===== config.mk =====
export PLATFORM = sky130hd
export DESIGN_NAME = line_follow_ctrl
export DESIGN_NICKNAME = d
export VERILOG_FILES = /design/src/rtl/line_follow_ctrl.sv
export SDC_FILE = /design/constraint.sdc
export NUM_CORES = 1
export LEC_CHECK = 0
export CAP_MARGIN = 20
export CORE_MARGIN = 5
export CORE_UTILIZATION = 63
export DETAILED_ROUTE_END_ITERATION = 10
export DONT_BUFFER_PORTS = 1
export PLACE_DENSITY = 0.76
export SLEW_MARGIN = 15
export SYNTH_ARGS = -nofsm -noshare
export SYNTH_HDL_FRONTEND = slang
export SYNTH_SLANG_ARGS = --single-unit

===== constraint.sdc =====
create_clock -name clk -period 2.9 [get_ports clk]
set_input_delay 0.58 -clock clk [delete_from_list [all_inputs] [get_ports clk]]
set_output_delay 0.58 -clock clk [all_outputs]
set_load 0.02 [all_outputs]

===== src/rtl/line_follow_ctrl.sv =====
// Line-follower motion controller: synchronises and debounces the reflective
// sensor array, runs the tracking FSM and produces driver commands and lap count.
module line_follow_ctrl #(
  parameter int          N_SENZ   = 5,
  parameter int          DC_W     = 12,
  parameter int unsigned DC_MAX   = 32'h999,
  parameter int unsigned DC_STEP  = 32'h200,
  parameter int unsigned DC_TURN  = 32'h600,
  parameter int          DEB_CYC  = 16,
  parameter int          LOST_CYC = 50000,
  parameter int          LAP_W    = 8,
  parameter int          LIM_C1   = 2,
  parameter int          LIM_C2   = 11
) (
  input  logic              clk,
  input  logic              rst_n,
  input  logic              enable,
  input  logic [N_SENZ-1:0] senzori,
  input  logic [1:0]        circuit,
  output logic [1:0]        directie_driverA,
  output logic [1:0]        directie_driverB,
  output logic [DC_W-1:0]   factor_dc_driverA,
  output logic [DC_W-1:0]   factor_dc_driverB,
  output logic              semnal_dreapta,
  output logic              semnal_stanga,
  output logic              stop,
  output logic              tact_count,
  output logic [LAP_W-1:0]  count_ture,
  output logic [2:0]        stare
);

  localparam int C     = N_SENZ / 2;
  localparam int CNT_W = $clog2(DEB_CYC + 1);
  localparam int TMR_W = $clog2(LOST_CYC + 1);

  localparam logic [1:0] SIDE_NONE  = 2'd0;
  localparam logic [1:0] SIDE_RIGHT = 2'd1;
  localparam logic [1:0] SIDE_LEFT  = 2'd2;

  localparam logic [1:0] DIR_FWD   = 2'b10;
  localparam logic [1:0] DIR_REV   = 2'b01;
  localparam logic [1:0] DIR_BRAKE = 2'b00;

  typedef enum logic [2:0] {
    S_IDLE     = 3'd0,
    S_FOLLOW   = 3'd1,
    S_SEARCH_R = 3'd2,
    S_SEARCH_L = 3'd3,
    S_LOST     = 3'd4,
    S_DONE     = 3'd5
  } state_t;

  // input path
  logic [N_SENZ-1:0] sync1_q, sync1_d;
  logic [N_SENZ-1:0] sync2_q, sync2_d;
  logic [N_SENZ-1:0] hold_q, hold_d;
  logic [N_SENZ-1:0] deb_q, deb_d;
  logic [CNT_W-1:0]  cnt_q, cnt_d;

  // tracking state
  state_t            state_q, state_d;
  logic [1:0]        side_q, side_d;
  logic [TMR_W-1:0]  tmr_q, tmr_d;
  logic              fin_prev_q, fin_prev_d;
  logic [LAP_W-1:0]  count_q, count_d;
  logic              tact_q, tact_d;

  // registered outputs
  logic [1:0]        dir_a_q, dir_a_d;
  logic [1:0]        dir_b_q, dir_b_d;
  logic [DC_W-1:0]   dc_a_q, dc_a_d;
  logic [DC_W-1:0]   dc_b_q, dc_b_d;
  logic              sd_q, sd_d;
  logic              ss_q, ss_d;
  logic              stop_q, stop_d;

  // derived from the debounced vector
  logic              r_any, l_any, fin;
  int unsigned       off_r, off_l;
  logic              lap_hit, run_st;

  function automatic logic [DC_W-1:0] trim_duty(input int unsigned off);
    int unsigned cut;
    cut = off * DC_STEP;
    if (cut >= DC_MAX) trim_duty = '0;
    else               trim_duty = DC_W'(DC_MAX - cut);
  endfunction

  // A vector is accepted once the synchronised input has matched itself
  // for DEB_CYC consecutive samples.
  always_comb begin
    sync1_d = senzori;
    sync2_d = sync1_q;
    hold_d  = sync2_q;
    deb_d   = deb_q;
    cnt_d   = cnt_q;
    if (sync2_q != hold_q) begin
      cnt_d = CNT_W'(1);
    end else begin
      if (cnt_q < CNT_W'(DEB_CYC)) cnt_d = cnt_q + CNT_W'(1);
      if (cnt_q == CNT_W'(DEB_CYC - 1)) deb_d = sync2_q;
    end
  end

  always_comb begin
    r_any = 1'b0;
    l_any = 1'b0;
    off_r = 0;
    off_l = 0;
    for (int i = C - 1; i >= 1; i--) begin
      if (deb_q[i]) begin
        r_any = 1'b1;
        off_r = C - i;
      end
    end
    for (int i = C + 1; i <= N_SENZ - 2; i++) begin
      if (deb_q[i]) begin
        l_any = 1'b1;
        off_l = i - C;
      end
    end
    fin = deb_q[0] & deb_q[1] & deb_q[N_SENZ-2] & deb_q[N_SENZ-1];
  end

  always_comb begin
    state_d    = state_q;
    side_d     = side_q;
    tmr_d      = tmr_q;
    count_d    = count_q;
    tact_d     = 1'b0;
    fin_prev_d = fin;
    lap_hit    = ((circuit == 2'b01) && (count_q >= LAP_W'(LIM_C1))) ||
                 ((circuit == 2'b10) && (count_q >= LAP_W'(LIM_C2)));
    run_st     = (state_q == S_FOLLOW) || (state_q == S_SEARCH_R) ||
                 (state_q == S_SEARCH_L);

    // A held mark produces one edge, so it is counted exactly once.
    if (circuit == 2'b00) begin
      count_d = '0;
    end else if (run_st && fin && !fin_prev_q) begin
      tact_d = 1'b1;
      if (count_q != '1) count_d = count_q + LAP_W'(1);
    end

    if (!enable || circuit == 2'b00) begin
      state_d = S_IDLE;
    end else if (lap_hit) begin
      state_d = S_DONE;
    end else begin
      case (state_q)
        S_IDLE: state_d = S_FOLLOW;
        S_FOLLOW: begin
          if (r_any ^ l_any) begin
            side_d = r_any ? SIDE_RIGHT : SIDE_LEFT;
          end else if (!r_any && !l_any && !deb_q[C]) begin
            tmr_d = '0;
            case (side_q)
              SIDE_RIGHT: state_d = S_SEARCH_R;
              SIDE_LEFT:  state_d = S_SEARCH_L;
              default:    state_d = S_LOST;
            endcase
          end
        end
        S_SEARCH_R, S_SEARCH_L: begin
          if (deb_q[C] | r_any | l_any)           state_d = S_FOLLOW;
          else if (tmr_q == TMR_W'(LOST_CYC - 1)) state_d = S_LOST;
          else                                    tmr_d = tmr_q + TMR_W'(1);
        end
        S_LOST:  if (deb_q[C]) state_d = S_FOLLOW;
        S_DONE:  state_d = S_DONE;
        default: state_d = S_IDLE;
      endcase
    end
  end

  // Outputs follow the state being entered so they land with stare.
  always_comb begin
    dir_a_d = DIR_BRAKE;
    dir_b_d = DIR_BRAKE;
    dc_a_d  = '0;
    dc_b_d  = '0;
    stop_d  = 1'b1;
    sd_d    = deb_q[0];
    ss_d    = deb_q[N_SENZ-1];
    case (state_d)
      S_FOLLOW: begin
        dir_a_d = DIR_FWD;
        dir_b_d = DIR_FWD;
        dc_a_d  = DC_W'(DC_MAX);
        dc_b_d  = DC_W'(DC_MAX);
        stop_d  = ~deb_q[C];
        if (r_any && !l_any) dc_b_d = trim_duty(off_r);
        if (l_any && !r_any) dc_a_d = trim_duty(off_l);
      end
      S_SEARCH_R: begin
        dir_a_d = DIR_REV;
        dir_b_d = DIR_FWD;
        dc_a_d  = DC_W'(DC_TURN);
        dc_b_d  = DC_W'(DC_TURN);
      end
      S_SEARCH_L: begin
        dir_a_d = DIR_FWD;
        dir_b_d = DIR_REV;
        dc_a_d  = DC_W'(DC_TURN);
        dc_b_d  = DC_W'(DC_TURN);
      end
      default: ;
    endcase
  end

  always_ff @(posedge clk) begin
    if (!rst_n) begin
      sync1_q    <= '0;
      sync2_q    <= '0;
      hold_q     <= '0;
      deb_q      <= '0;
      cnt_q      <= '0;
      state_q    <= S_IDLE;
      side_q     <= SIDE_NONE;
      tmr_q      <= '0;
      fin_prev_q <= 1'b0;
      count_q    <= '0;
      tact_q     <= 1'b0;
      dir_a_q    <= DIR_BRAKE;
      dir_b_q    <= DIR_BRAKE;
      dc_a_q     <= '0;
      dc_b_q     <= '0;
      sd_q       <= 1'b0;
      ss_q       <= 1'b0;
      stop_q     <= 1'b1;
    end else begin
      sync1_q    <= sync1_d;
      sync2_q    <= sync2_d;
      hold_q     <= hold_d;
      deb_q      <= deb_d;
      cnt_q      <= cnt_d;
      state_q    <= state_d;
      side_q     <= side_d;
      tmr_q      <= tmr_d;
      fin_prev_q <= fin_prev_d;
      count_q    <= count_d;
      tact_q     <= tact_d;
      dir_a_q    <= dir_a_d;
      dir_b_q    <= dir_b_d;
      dc_a_q     <= dc_a_d;
      dc_b_q     <= dc_b_d;
      sd_q       <= sd_d;
      ss_q       <= ss_d;
      stop_q     <= stop_d;
    end
  end

  assign directie_driverA  = dir_a_q;
  assign directie_driverB  = dir_b_q;
  assign factor_dc_driverA = dc_a_q;
  assign factor_dc_driverB = dc_b_q;
  assign semnal_dreapta    = sd_q;
  assign semnal_stanga     = ss_q;
  assign stop              = stop_q;
  assign tact_count        = tact_q;
  assign count_ture        = count_q;
  assign stare             = state_q;

endmodule


* Word-level counts from Yosys, hierarchy flattened
Cells that the tools add are included.
Storage, ports and cells: bits in registers 87, input port bits 10, logic and storage cells 122
Operators by class: add/sub/neg operators 5, magnitude comparators 5, equal/unequal tests 20, muxes and demuxes 30, bitwise gates (word level) 11, reductions and logical operators 32
Operator list (number):
- $ge A32 B12 Y1 const B | 2
- $mux W16 | 4
- $mux W12 | 4
- $pmux W12 S2 | 2
- $pmux W16 S2 | 1
- $sub A12 B12 Y12 const A | 2
- $mux W3 | 7
- $add A16 B1 Y16 const B | 1
- $eq A16 B16 Y1 const B | 1
- $pmux W3 S5 | 1
- $eq A3 B2 Y1 const B | 4
- $reduce_or A2 Y1 | 6
- $add A8 B1 Y8 const B | 1
- $ge A8 B2 Y1 const B | 1
- $ge A8 B4 Y1 const B | 1
- $logic_and A1 B1 Y1 | 8
- $ne A8 B8 Y1 const B | 1
- $pmux W2 S2 | 2
- $mux W1 | 7
- $reduce_and A7 Y1 | 1
- $eq A3 B1 Y1 const B | 2
- $eq A3 B3 Y1 const B | 2
- $ne A2 B2 Y1 const B | 3
- $pmux W3 S2 | 1
- other kinds (19) | 38

* Depth between registers and ports, before layout
Gate-level depths: netlist of run 1.
word-level depth 12, depth in mapped cells 9

* Least setup slack after synthesis of run 1
No wires, ideal clock.
path kind reg2reg, from register count_q[0] (netlist: count_ture[0]), to register tmr_q[15], arrival time 2327 ps, required time 2830 ps, path slack 503 ps, cell stages (with the launch flop) 9, path through dfxtp_1 > inv_1 > ha_1 > nor4_2 > a21oi_2 > or4_1 > buf_2 > or4_1 > a21oi_1
Between the ends: word-level cells in the longest chain between the ends 5, elaborated cells between the ends (all ways) 7, those cells by class 2 x order compare; 1 x bitwise; 4 x reduce/logical
RTL lines:
- from (decl) | RTL line 65 | logic [LAP_W-1:0] count_q, count_d;
- from (signal assigned) | RTL line 241 | count_q <= count_d;
- $ge A8 B2 Y1 / $ge A8 B4 Y1 (equally long branches) | RTL line 132, 133
- $logic_and A1 B1 Y1 (on tied branches) | RTL line 132, 133
- $logic_or A1 B1 Y1 * | RTL line 132 | lap_hit = ((circuit == 2'b01) && (count_q >= LAP_W'(LIM_C1))) ||
- $not A1 Y1 (no source line) *
- $reduce_and A7 Y1 (no source line) *
- to (signal assigned) | RTL line 239 | tmr_q <= tmr_d;
- to (decl) | RTL line 63 | logic [TMR_W-1:0] tmr_q, tmr_d;
Mark *: on every way between the ends. The rest lies on a longest branch, timed or not. A chain may end at the register's enable or synchronous reset.

* Final worst setup path of run 1
from register deb_q[1], to register tmr_q[11]
Between the ends: word-level cells in the longest chain between the ends 6, elaborated cells between the ends (all ways) 11, those cells by class 3 x eq/ne; 1 x mux; 3 x bitwise; 4 x reduce/logical
RTL lines:
- from (decl) | RTL line 57 | logic [N_SENZ-1:0] deb_q, deb_d;
- from (signal assigned) | RTL line 216 | deb_q <= '0;
- from (signal assigned) | RTL line 235 | deb_q <= deb_d;
- $mux W1 * | RTL line 111 | if (deb_q[i]) begin
- $logic_not A1 Y1 | RTL line 155 | end else if (!r_any && !l_any && !deb_q[C]) begin
- $logic_and A1 B1 Y1 (2 in a row) | RTL line 155
- $ne A2 B1 Y1 (no source line)
- $reduce_and A7 Y1 (no source line) *
Marked as above.

==> impl_metrics.ini, run 1 <==
[run_status]
status = finished clean

[logic_synthesis]
synthDistinctLibCells = 53
ys_seq_elements = 68
synth_edf_count = 0
synth_top_family_by_area = simple AND/OR/NAND/NOR gates
synthCells = 354
synthAdderAreaFrac_pct = 4.30
synth_compound_area_share_pct = 12.6
synth-seq-area-share_pct = 42.5
synthArstFlopShare_pct = 0
syn_avg_cell_area_um2 = 9.04
synthXorXnorAreaFrac_pct = 3.83
synthSimpleGateAreaFrac_pct = 26.8
muxShareOfSynthArea_pct = 2.50
synth_top_flop_cell = dfxtp_1
yosysWarnings = 0
syn-cell-area_mm2 = 0.00320

[global_routing]
grt_pass1_wl_mm = 10.6
overflow = 0
grt_max_degree = 27
grt_pass1_vias = 2319
antenna_found_initial = 0
grtUsageTotal_pct = 20.6

[route]
dr.pass1.iters = 4
wire_per_inst_um = 14.1
vias_per_cell = 5.71
routed_wl_mm = 5.94
via_count = 2405
drc_errors = 0
antenna_left = 0
drt_iter0_drc = 173

[timing]
hold_violations = 0
tns_ps = 0
finClkSkew_ps = 9.93
fmax_mhz = 380
min_period_ps = 2630
worstMarginPinSlew_ps = 1000
final.hold.worst_slack_ps = 361
setup_ws_ps = 270
final-max-slew-violation-count = 0
final-setup-viol-count = 0
fin_crit_sh_pct = 90.7
worst_slew_margin_rel_pct = 33.4
rsz0062_at_grt = no

[critical_path]
start_kind = flip-flop
path_class = flip-flop to flip-flop
worstPathMaxFanout = 25
worst_ep_required_time_ps = 3170
crit_arrival_ps = 2900
crit_path_end_kind = flip-flop

[floorplan]
rows = 26
die_h_um = 81.3
die_area_mm2 = 0.00660
die_w_um = 81.3
start_util_pct = 63.9
core_mm2 = 0.00501
pin_count = 53

[clocking]
cts_setup_buffers = 0
numClockSinks = 68
cts_buffers = 9
clk_latency_ps = 340
cts_resized = 0
cts_buffer_depth = 2
cts_hold_buffers = 0
htreeDepth = 3
cts_root_buf = clkbuf_8
tritoncts = built
clk_pin_slew_ps = 80

[power_and_ir_drop]
finalPower_mw = 1.95
p_leak_nw = 1.26
cellPowerDensity_mw_per_mm2 = 574
irDropWorstVdd_mv = 0.430

[placed_design]
placed_cell_area_mm2 = 0.00316
dp.cells = 405
dp_hpwl_mm = 4.29
post-place-ws_ps = 346
place_congestion = 0.827
portBuffers = 0

[layout]
finalNetCount = 367
finalNonFillerCells = 421
fillers = 450
syn_to_final_growth_pct = 6.02
drive_above_1_share_pct = 7.98
fin_util_pct = 67.7
seq_area_mm2 = 0.00136
antenna_cells = 0
design_area_mm2 = 0.00339
layout_commonest_cell = dfxtp_1
multiInputGateArea_mm2 = 0.00163
layout.cells.most_common_list = dfxtp_1 (67), nor2_1 (28), a21oi_1 (21), and2_1 (21), nand2_1 (18)

[flow_run]
cap_viol_max_count = 0

[hold_path]
hp-class = input pin to flip-flop
[cell type report]
cell class | instances | share of cell area, %
clock buffers | 10 | 4.06
clock inverters | 6 | 2.80
inverters | 11 | 1.22
well taps | 70 | 2.58
multi-input cells | 251 | 48.1
repair buffers | 5 | 1.11
flip-flops and latches | 68 | 40.2
[layer usage]
| layer | up-vias | wire length [um] | GRT usage [%] |
|---|---|---|---|
| li1 | 1226 | - | - |
| met1 | 1107 | 2710 | 25.7 |
| met2 | 66 | 2780 | 33.1 |
| met3 | 6 | 398 | 7.87 |
| met4 | 0 | 51 | 5.91 |
| met5 | - | 0 | 0 |
[final timing paths]
kind,from,endpoint,slack [ps],cells after the start
setup / recovery,deb_q[1],tmr_q[11],270,8
hold / removal,rst_n,semnal_stanga,360,1
setup reg to reg,deb_q[1],tmr_q[11],270,8
hold reg to reg,sync1_q[0],hold_d[0],440,1
[synthesized netlist by cell type, types with 4 or more instances]
cell	count	share of area, %
dfxtp_1	68	43
o31ai_1	11	2.6
o21ai_1	5	0.78
nor2_1	28	3.3
inv_1	11	1.3
nor2b_1	4	0.78
ha_1	11	4.3
buf_4	19	4.5
nor3_1	8	1.3
nor3b_1	5	1.2
xor2_1	5	1.4
nand4_1	8	1.6
buf_2	4	0.63
xnor2_1	9	2.5
or4_1	13	3.1
clkbuf_1	8	0.94
o21ai_0	4	0.63
nand3_1	14	2.2
a21oi_1	21	3.3
and2_1	21	4.1
nand2_1	18	2.1
mux2i_1	8	2.5
and3_1	6	1.2
[flip-flops by register name, summed over array words and instances, names as in the netlist, 5 cells and up]
signal	count
hold_d	5
sync1_q	5
cnt_q	5
count_ture	8
tmr_q	16
hold_q	5
deb_q	5
[where the power goes]
group | switching [mW] | internal (mW)
combinational | 0.0545 | 0.0309
sequential | 0.0291 | 0.950
clock | 0.368 | 0.516
[worst max-delay path, stage by stage (launching register included)]
cell and delay (ps):
dfxtp_1 480, inv_1 140, ha_1 360, nor3b_1 350, nand2_1 180, a21boi_1 160
buf_4 210, or4_1 520, a21oi_1 140
[logic make-up after synthesis]
group                    Yosys count
AO/OA/AOI/OAI                     62
flip-flops                        68
adder cells (fa/ha/maj)           11
XOR/XNOR                          14
AND/OR/NAND/NOR                  148
other                              1
multiplexers                       8
buffers and inverters             42
Power figures use the tool's default switching activity.
==> run 2, diff against run 1 <==
--- a/constraint.sdc
+++ b/constraint.sdc
@@ -3,2 +3,2 @@
 set_output_delay 0.58 -clock clk [all_outputs]
-set_load 0.02 [all_outputs]
+set_load 0.1 [all_outputs]
==> run 2 against run 1 <==
Final area increased by 3.9%. Sequential power increased by 0.7%. First-iteration DRC count increased by 0.58%. Combinational power increased by 140%. Clock power increased by 0.6%. Register-to-register slack improved by 20 ps. Global-route usage increased by 0.56 points. Core utilization increased by 2.6 points. Routed wire length increased by 6.1%. Final cell count increased by 2.9%. Clock-buffer cell count increased by 1. Critical path depth unchanged. Largest cell class unchanged.
==> impl_metrics.ini, run 2 (same netlist as run 1, synthesis figures left out) <==
[global_routing]
grtUsageTotal_pct = 21.2
grt_pass1_vias = 2382
grt_pass1_wl_mm = 10.9
overflow = 0
grt_max_degree = 27
antenna_found_initial = 0

[floorplan]
rows = 26
core_mm2 = 0.00501
die_h_um = 81.3
start_util_pct = 63.9
pin_count = 53
die_area_mm2 = 0.00660
die_w_um = 81.3

[clocking]
clk_latency_ps = 340
cts_hold_buffers = 0
numClockSinks = 68
cts_resized = 0
htreeDepth = 3
cts_buffer_depth = 2
cts_buffers = 9
tritoncts = built
cts_root_buf = clkbuf_8
cts_setup_buffers = 0
clk_pin_slew_ps = 70

[placed_design]
dp_hpwl_mm = 4.53
placed_cell_area_mm2 = 0.00329
portBuffers = 0
place_congestion = 0.942

[layout]
finalNetCount = 379
drive_above_1_share_pct = 11.8
largest_reg_flops = 16
design_area_mm2 = 0.00352
regMostFlops = tmr_q
fin_util_pct = 70.3
multiInputGateArea_mm2 = 0.00163
fillers = 425
syn_to_final_growth_pct = 10.1
layout_commonest_cell = dfxtp_1
seq_area_mm2 = 0.00137
antenna_cells = 0
layout.cells.most_common_list = dfxtp_1 (64), nor2_1 (28), a21oi_1 (21), and2_1 (21), nand2_1 (18)

[flow_run]
cap_viol_max_count = 0

[route]
vias_per_cell = 5.75
routed_wl_mm = 6.30
wire_per_inst_um = 14.5
drt_iter0_drc = 174
dr.pass1.iters = 5
via_count = 2491
drc_errors = 0
antenna_left = 0

[timing]
worst_slew_margin_rel_pct = 33.8
fin_crit_sh_pct = 90.0
tns_ps = 0
hold_violations = 0
final-setup-viol-count = 0
finClkSkew_ps = 5.46
final-max-slew-violation-count = 0
rsz0062_at_grt = no
fmax_mhz = 383
min_period_ps = 2610
worstMarginPinSlew_ps = 996

[critical_path]
path_class = flip-flop to flip-flop
crit_start = deb_q[1]
start_kind = flip-flop
path_buf_inv = 2
r2r_start = deb_q[1]
r2r_setup_slack_ps = 290
crit_arrival_ps = 2870
path_cells = inv_1 -> ha_1 -> nor3b_1 -> nand2_1 -> a21boi_1 -> buf_4 -> or4_1 -> a21oi_1
crit_path_end_kind = flip-flop
crit_slowest_cell = or4_1
crit_cells = 8
worstPathMaxFanout = 25
r2r_cells = 8
worst_ep_required_time_ps = 3160
max_stage_delay_ps = 470
critPathTopFamily = simple AND/OR/NAND/NOR gates

[hold_path]
hp-class = input pin to flip-flop
holdPathStages = 1
hold_start = rst_n

[run_status]
status = finished clean

[power_and_ir_drop]
irDropWorstVdd_mv = 0.422
p_leak_nw = 1.33
finalPower_mw = 2.08
cellPowerDensity_mw_per_mm2 = 591
[run 2: through the flow]
step / worst slack [ps] / hold slack, ps / cells
6_report: 291 / 362 / 433
5_1_grt: 141 / 340 / 433
4_1_cts: 327 / 346 / 433
3_5_place_dp: 362 / 421 / 417
3_3_place_gp: 517 / 415 / 417
2_1_floorplan: 212 / 412 / 361
[run 2: path summary, 6_finish.rpt]
path,to
worst max register to register,tmr_q[10]
worst min register to register,hold_d[3]
worst max-delay path,tmr_q[10]
worst min-delay path,stare[0]
[run 2: layout make-up]
class,instances,area share [%]
clock buffer,11,4.30
inverter,11,1.17
multi-input combinational,251,46.3
clock inverter,5,2.38
timing repair buffer,17,4.55
tap,70,2.49
sequential,68,38.8
[run 2: routing by layer]
layer	routed length, um	track usage (%)
met5	0	0
met1	2910	27.4
met2	2790	32.1
met4	148	10.8
met3	457	5.99
[run 2: where the power goes]
group          switching, mW  internal, mW
Combinational          0.168        0.0400
Clock                  0.356         0.532
Sequential            0.0364         0.950
Total                  0.561          1.52
==> variant, RTL diff (config.mk and constraints of run 2) <==
Change the parameter `N_SENZ` from 5 to 6.
--- a/src/rtl/line_follow_ctrl.sv
+++ b/src/rtl/line_follow_ctrl.sv
@@ -3,3 +3,3 @@
 module line_follow_ctrl #(
-  parameter int          N_SENZ   = 5,
+  parameter int          N_SENZ   = 6,
   parameter int          DC_W     = 12,
Ports: changed (resized senzori); port bits go from 53 to 54. The function was not compared with the original's and may differ.
==> variant against run 2 <==
  * Routed wire length decreased by 5.5%
  * Sequential share of layout area is 2.5 points higher
  * Final area up 0.57%
  * Total power down 0.57%
  * Sequential cell count is 5 higher
  * Clock power is 7.6% lower
  * Worst setup slack improved by 0.16 ns
  * Synthesized area up 1.9%
  * Critical endpoint is now tmr_q[3]
==> variant: results (changes against run 2) <==
[final_layout]
layout.nets = 373  ; was 379
nonClkBufAreaFrac_pct = 4.10  ; was 4.55%
multiInputGateArea_sq_mm = 0.00160  ; was 0.00163 sq mm
seq_cells = 73  ; was 68
multi_input_gates = 242  ; was 251
nClkBuffers = 13  ; was 11
num_antenna_cells = 0  ; unchanged
n_fill_cell = 405  ; was 425
nNonClkBuffers = 15  ; was 17
stdcell_area_sq_mm = 0.00354  ; was 0.00352 sq mm
seq_share_pct = 41.4  ; was 38.8%

[grt]
grt_max_degree = 26  ; was 27
use_met3_pct = 5.04  ; was 5.99%
grt_util_met1_pct = 23.8  ; was 27.4%
grt_util_met2_pct = 32.1  ; about the same
grt_pass1_vias = 2290  ; was 2382
grt_first_pass_wirelength_microns = 10100  ; was 10900 microns
grt_use_total_pct = 19.7  ; was 21.2%

[power_and_ir_drop]
swShare_pct = 26.7  ; was 26.9%
ir_worst_vdd_v = 0.000329  ; was 0.000422 V
pg_comb_w = 0.000192  ; was 0.000208 W
pwr-share-clk_pct = 39.6  ; was 42.7%
p_leak_nw = 1.43  ; was 1.33 nW
report.power.total_w = 0.00207  ; was 0.00208 W

[yosys]
synth_common_cells = dfxtp_1, nor2_1, and2_1, xor2_1, buf_4  ; was dfxtp_1, nor2_1, a21oi_1, and2_1, buf_4
yosysSeqAreaShare_pct = 44.8  ; was 42.5%
post_synth_num_cell_types = 48  ; was 53
ys_top_cells_by_area = dfxtp_1, xor2_1, nor2_1  ; was dfxtp_1, buf_4, ha_1
avgSynthCellArea_sq_um = 9.42  ; was 9.04 sq um

[routing]
met1Wirelength_microns = 2690  ; was 2910 microns
via_per_inst = 5.56  ; was 5.75
wl_met3_microns = 311  ; was 457 microns
drt_wl_total_microns = 5950  ; was 6300 microns
wl_per_cell_microns = 14.0  ; was 14.5 microns

[critical_path]
path_max_fanout = 16  ; was 25
max_stage_delay_ns = 0.34  ; was 0.47 ns
critPathSlowestCell = dfxtp_1  ; was or4_1

[place]
dp_slack_ns = 0.459  ; was 0.362 ns
dp.cells = 411  ; was 417
gp_congestion = 0.883  ; was 0.942
dp_hpwl_microns = 4140  ; was 4530 microns

[sta]
finClkSkew_ns = 0.00813  ; was 0.00546 ns

[outcome]
status = finished clean  ; unchanged

## variant: changes by cell type in the layout (fill, tap and decap cells not counted), moves of 7 or more
cell	run 2	this run
dfxtp_1	64	71
o31ai_1	11	0
nand4_1	8	16
a21oi_1	21	11
xor2_1	5	22
nor2_1	28	43
or4_1	13	0
## variant: path summary, 6_finish.rpt
check	start	to	slack, ns	cells after the start
setup / recovery	deb_q[1]	tmr_q[3]	0.45	9
hold / removal	rst_n	hold_d[2]	0.36	1
hold reg to reg	sync1_q[2]	hold_d[2]	0.43	1
setup reg to reg	deb_q[1]	tmr_q[3]	0.45	9
## variant: cell families (layout without fill, tap and decap cells)
family / Yosys count / count (layout) / share of synthesized area, %
AOI/OAI and AO/OA: 30 / 30 / 6.64
other: 1 / 8 / 0.115
muxes: 9 / 9 / 2.76
DFF: 73 / 73 / 44.8
and+or+nand+nor: 156 / 156 / 27.0
xor gates and xnor gates: 29 / 29 / 7.79
adders and majority gates: 10 / 10 / 3.84
buffers and inverters: 38 / 41 / 7.02
